File: config.mk
export PLATFORM = sky130hd
export DESIGN_NAME = rr_arb8_flat
export DESIGN_NICKNAME = d
export VERILOG_FILES = /design/src/rtl/rr_arb8_if.sv /design/src/rtl/rr_arb8.sv /design/src/flat_wrapper.sv
export SDC_FILE = /design/constraint.sdc
export NUM_CORES = 1
export LEC_CHECK = 0
export BUFFER_PORTS_ARGS = -buffer_cell sky130_fd_sc_hd__buf_2
export CAP_MARGIN = 20
export CORE_ASPECT_RATIO = 2
export CORE_MARGIN = 1
export CORE_UTILIZATION = 40
export CTS_CLUSTER_DIAMETER = 120
export DETAILED_ROUTE_END_ITERATION = 12
export PLACE_DENSITY = 0.63
export SLEW_MARGIN = 40
export SYNTH_ARGS = -nofsm -noshare
export SYNTH_HDL_FRONTEND = slang
export SYNTH_SLANG_ARGS = --single-unit
File: constraint.sdc
create_clock -name clk1 -period 4.5 [get_ports clk1]
set_input_delay 0.225 -clock clk1 [delete_from_list [all_inputs] [get_ports clk1]]
set_output_delay 0.225 -clock clk1 [all_outputs]
set_load 0.02 [all_outputs]
File: src/rtl/rr_arb8_if.sv
//------------------------------------------------------------------------------
// rr_arb8_if : request/grant bundle between requesters and the 8-way arbiter
// Revision   : 1.0
//------------------------------------------------------------------------------
`default_nettype none

interface rr_arb8_if;
    logic [7:0] req;
    logic       done;
    logic [7:0] grant;
    logic [2:0] select;
    logic       valid;
    logic       timeout;

    modport master (
        output req,
        output done,
        input  grant,
        input  select,
        input  valid,
        input  timeout
    );

    modport slave (
        input  req,
        input  done,
        output grant,
        output select,
        output valid,
        output timeout
    );
endinterface

`default_nettype wire

File: src/rtl/rr_arb8.sv
//------------------------------------------------------------------------------
// rr_arb8 : 8-way round-robin arbiter with hold limit and one dead cycle
//           between grants on the shared path
// Revision: 1.0
//------------------------------------------------------------------------------
`default_nettype none

module rr_arb8 #(
    parameter int MAXHOLD = 15
) (
    input wire         clk1,
    input wire         rst,
    rr_arb8_if.slave   arb
);

    localparam logic [7:0] c_HOLD_LAST = 8'(MAXHOLD - 1);

    typedef enum logic [1:0] {
        ST_IDLE  = 2'd0,
        ST_GRANT = 2'd1,
        ST_GAP   = 2'd2
    } state_t;

    state_t     r_state;
    logic [2:0] r_ptr;
    logic [2:0] r_sel;
    logic [7:0] r_grant;
    logic       r_valid;
    logic       r_timeout;
    logic [7:0] r_hold;

    logic [2:0] w_pick;
    logic [2:0] w_idx;
    logic       w_held_req;
    logic       w_limit;
    logic       w_release;

    // Scan from the far end back toward r_ptr so the nearest set bit wins.
    always_comb begin
        w_pick = r_ptr;
        w_idx  = r_ptr;
        for (int i = 7; i >= 0; i--) begin
            w_idx = r_ptr + 3'(i);
            if (arb.req[w_idx]) begin
                w_pick = w_idx;
            end
        end
    end

    assign w_held_req = arb.req[r_sel];
    assign w_limit    = (r_hold == c_HOLD_LAST);
    assign w_release  = arb.done | ~w_held_req | w_limit;

    always_ff @(posedge clk1) begin
        if (rst) begin
            r_state   <= ST_IDLE;
            r_ptr     <= 3'd0;
            r_sel     <= 3'd0;
            r_grant   <= 8'd0;
            r_valid   <= 1'b0;
            r_timeout <= 1'b0;
            r_hold    <= 8'd0;
        end else begin
            case (r_state)
                ST_IDLE: begin
                    r_timeout <= 1'b0;
                    if (|arb.req) begin
                        r_sel   <= w_pick;
                        r_grant <= 8'd1 << w_pick;
                        r_valid <= 1'b1;
                        r_hold  <= 8'd0;
                        r_state <= ST_GRANT;
                    end else begin
                        r_grant <= 8'd0;
                        r_valid <= 1'b0;
                    end
                end
                ST_GRANT: begin
                    if (w_release) begin
                        r_grant   <= 8'd0;
                        r_valid   <= 1'b0;
                        r_ptr     <= r_sel + 3'd1;
                        r_hold    <= 8'd0;
                        // A simultaneous done or dropped request counts as a normal release.
                        r_timeout <= w_limit & ~arb.done & w_held_req;
                        r_state   <= ST_GAP;
                    end else begin
                        r_hold <= r_hold + 8'd1;
                    end
                end
                ST_GAP: begin
                    r_timeout <= 1'b0;
                    r_state   <= ST_IDLE;
                end
                default: begin
                    r_grant   <= 8'd0;
                    r_valid   <= 1'b0;
                    r_timeout <= 1'b0;
                    r_state   <= ST_IDLE;
                end
            endcase
        end
    end

    assign arb.grant   = r_grant;
    assign arb.select  = r_sel;
    assign arb.valid   = r_valid;
    assign arb.timeout = r_timeout;

endmodule

`default_nettype wire

File: src/flat_wrapper.sv
// flat-port wrapper written by rule: the top's interface ports become plain ports
module rr_arb8_flat 
#(
    parameter int MAXHOLD = 15
)
  (clk1, rst, arb_req, arb_done, arb_grant, arb_select, arb_valid, arb_timeout);
  rr_arb8_if arb_i ();
  input wire clk1;
  input wire rst;
  input wire logic [$bits(arb_i.req)-1:0] arb_req;
  input wire logic [$bits(arb_i.done)-1:0] arb_done;
  output wire logic [$bits(arb_i.grant)-1:0] arb_grant;
  output wire logic [$bits(arb_i.select)-1:0] arb_select;
  output wire logic [$bits(arb_i.valid)-1:0] arb_valid;
  output wire logic [$bits(arb_i.timeout)-1:0] arb_timeout;
  assign arb_i.req = arb_req;
  assign arb_i.done = arb_done;
  assign arb_grant = arb_i.grant;
  assign arb_select = arb_i.select;
  assign arb_valid = arb_i.valid;
  assign arb_timeout = arb_i.timeout;
  rr_arb8 #(.MAXHOLD(MAXHOLD)) u_core (.clk1(clk1), .rst(rst), .arb(arb_i));
endmodule
==> reports/results.tsv <==
metric	value	unit
Iter 0 DRT Violations	53	
R2R setup slack	1.25	ns
starting density of the core	41.50	%
max cap viols	0	
DRC viols	0	
fraction of registers with async set/reset	0	%
R2R cell count	10	
Post-CTS Hold Buffers	0	
worst vdd ir	0.3196	mV
H-tree depth	1	
Ys Warns	0	
Post-synth top flop	dfxtp_1	
Vias	1925	
final non-filler cell total	314	
grt total ovfl	0	
largest net degree at the start of global routing	21	
via/cell ratio	6.131	
Synth area leaders	dfxtp_1, mux4_2, mux2i_1, nor2_1, nand2_1	
average wire per standard cell	17.57	um
CTS tree	built	
wire length of the first global-routing pass	9.114	mm
Critical Path Sink Type	register	
Layout fillers	512	
Skew-Pair Late Insertion Delay	0.27	ns
post_cts resized	0	
total wire length	5.516	mm
CTS Buf Count	3	
average cell area after synthesis	8.955	um2
busiest grt layer	met2	
vias in the first global route	1932	
Critical Path AT	3.46	ns
Worst Tran Pin Value	0.7971	ns
All-Layer GR Usage	22.06	%
Slew HR	46.54	%
Multi-input gate area	0.001499	mm2
largest area contributor in the netlist	dfxtp_1	
Final Hold Viols	0	
Final period util	72.20	%
Die H	104.8	um
final antenna-violating net count	0	
fin. max-slew vios	0	
Clk Tree Root Cell	clkbuf_8	
hold path cells	3	
clock slew seen by the registers of the worst setup and hold paths	0.09	ns
post-DP HPWL	4.438	mm
cell count after placement	310	
clock sink total	26	
DIE WIDTH	53.40	um
worst endpoint required time	4.71	ns
synth unique cells	56	
crit path max fanout	10	
Clock Skew	0.004482	ns
CP Class	reg -> reg	
row cnt	37	
worst min path class	in -> reg	
TNS Setup	0	ns
final setup fails	0	
RSZ-0062 raised after global routing	no	
share of post-route cells with drive strength above 1	22.66	%
iteration count of the initial detailed-routing pass	4	
Leakage Power	0.9156	nW
status	finished, final reports clean	
CP startpoint kind	register	
sequential area share after synthesis	24.63	%
syn_nets	252	
Max clock buf depth	2	
fin crit period	3.249	ns
# port buffers	23	
die area	0.005595	mm2
top-area cell type share of the netlist area	24.63	%
Reg area	520.5	um2
diodes inserted	0	
met2 global-route usage	39.29	%
Cell Area, Synth	0.002113	mm2
FF+latch count, synth	26	
final net count	273	
GR Util met1	22.24	%
Peak Freq	307.8	MHz
initial antenna violation count	0	
global placement routability congestion	0.9134	
post-synthesis instance total	236	
EDFF count, synth	0	
Post-CTS Setup Bufs	0	
# IOs	24	
core area	0.005092	mm2
P&R area growth vs syn	10.83	%
grt met3 use	1.747	%
Power per Cell Area	453.2	mW/mm2
==> worst max-delay path, stage by stage, from the launching register on <==
cell and delay [ns]:
dfxtp_1 0.34, clkinv_1 0.06, buf_4 0.16, ha_1 0.50
mux4_2 0.63, mux2_4 0.31, or3_1 0.36, a22oi_2 0.15
a221oi_2 0.07, or4_4 0.46, o21ai_1 0.15
==> report_power, final <==
group | total, mW | internal [mW] | switching, mW
Clock | 0.192 | 0.119 | 0.0733
Combinational | 0.583 | 0.253 | 0.330
Sequential | 0.287 | 0.257 | 0.0294
==> stage by stage <==
step | total power [mW] | worst slack (ns) | hold WS [ns] | util, % | cell area, um2
final | 1.062 | 1.251 | 0.2694 | 46.00 | 2342
after detailed placement | 0.8680 | 1.266 | 0.4371 | 44.59 | 2271
after global routing | 1.133 | 1.026 | 0.2963 | 46.00 | 2342
after floorplan | 0.7349 | 1.294 | 0.2971 | - | 2113
after global placement | 0.8645 | 1.331 | 0.4362 | 44.59 | 2271
after CTS | 1.062 | 1.244 | 0.2629 | 46.00 | 2342
==> cells in the mapped netlist, types with 7 or more instances <==
cell and n:
xor2_1 8, nor2_1 24, nand3_1 9, a21oi_1 13, nand2_1 22, mux2_2 7
o21ai_1 9, mux4_2 12, dfxtp_1 26, mux2i_1 15
==> kinds of logic (layout without fill, tap and decap cells) <==
group | count (synthesis) | after routing | share of synthesized area [%]
AOI/OAI and AO/OA | 56 | 56 | 18.65
adders and majority gates | 5 | 5 | 2.960
and+or+nand+nor | 83 | 83 | 19.07
xor gates and xnor gates | 10 | 10 | 4.145
DFF | 26 | 26 | 24.63
buffers and inverters | 19 | 39 | 4.440
muxes | 37 | 37 | 26.11
==> final timing paths <==
path | startpoint | end
setup / recovery | u_core.r_ptr[1]$_SDFFE_PP0P_ | u_core.arb.grant[0]$_SDFFE_PP0P_
hold / removal | arb_done | u_core.arb.timeout$_SDFFE_PP0P_
setup reg to reg | u_core.r_ptr[1]$_SDFFE_PP0P_ | u_core.arb.grant[0]$_SDFFE_PP0P_
hold reg to reg | u_core.arb.grant[7]$_SDFFE_PP0P_ | u_core.arb.grant[7]$_SDFFE_PP0P_
==> layer usage <==
layer | up-vias | wire length (um)
li1 | 928 | -
met1 | 917 | 1932
met2 | 55 | 3050
met3 | 25 | 161
met4 | 0 | 372
met5 | - | 0
==> state kept, by name, summed over array words and instances (netlist names) <==
signal and cells:
u_core.arb.valid 1, u_core.arb.select 3, u_core.r_hold 8, u_core.r_state 2
u_core.arb.grant 8, u_core.arb.timeout 1, u_core.r_ptr 3
==> layout make-up <==
| class | instances | area share [%] |
|---|---|---|
| Clock buffer | 3 | 1.763 |
| Clock inverter | 1 | 1.282 |
| Inverter | 7 | 1.122 |
| Multi-Input combinational cell | 191 | 64.00 |
| Sequential cell | 26 | 22.22 |
| Tap cell | 58 | 3.098 |
| Timing Repair Buffer | 28 | 6.517 |
==> placed cells by master, fill, tap and decap left out, types with 3 or more instances in the layout <==
cell type and instances:
a211o_1 3, a211oi_1 6, a21oi_1 13, and2_1 6
and3_1 3, buf_2 23, buf_4 5, clkbuf_8 3
dfxtp_1 26, ha_1 5, inv_1 5, mux2_2 7
mux2i_1 15, mux4_2 12, nand2_1 22, nand3_1 9
nand3b_1 3, nor2_1 24, nor3_1 3, nor4_1 3
o21ai_0 3, o21ai_1 9, xor2_1 8
Power figures use the tool's default switching activity.
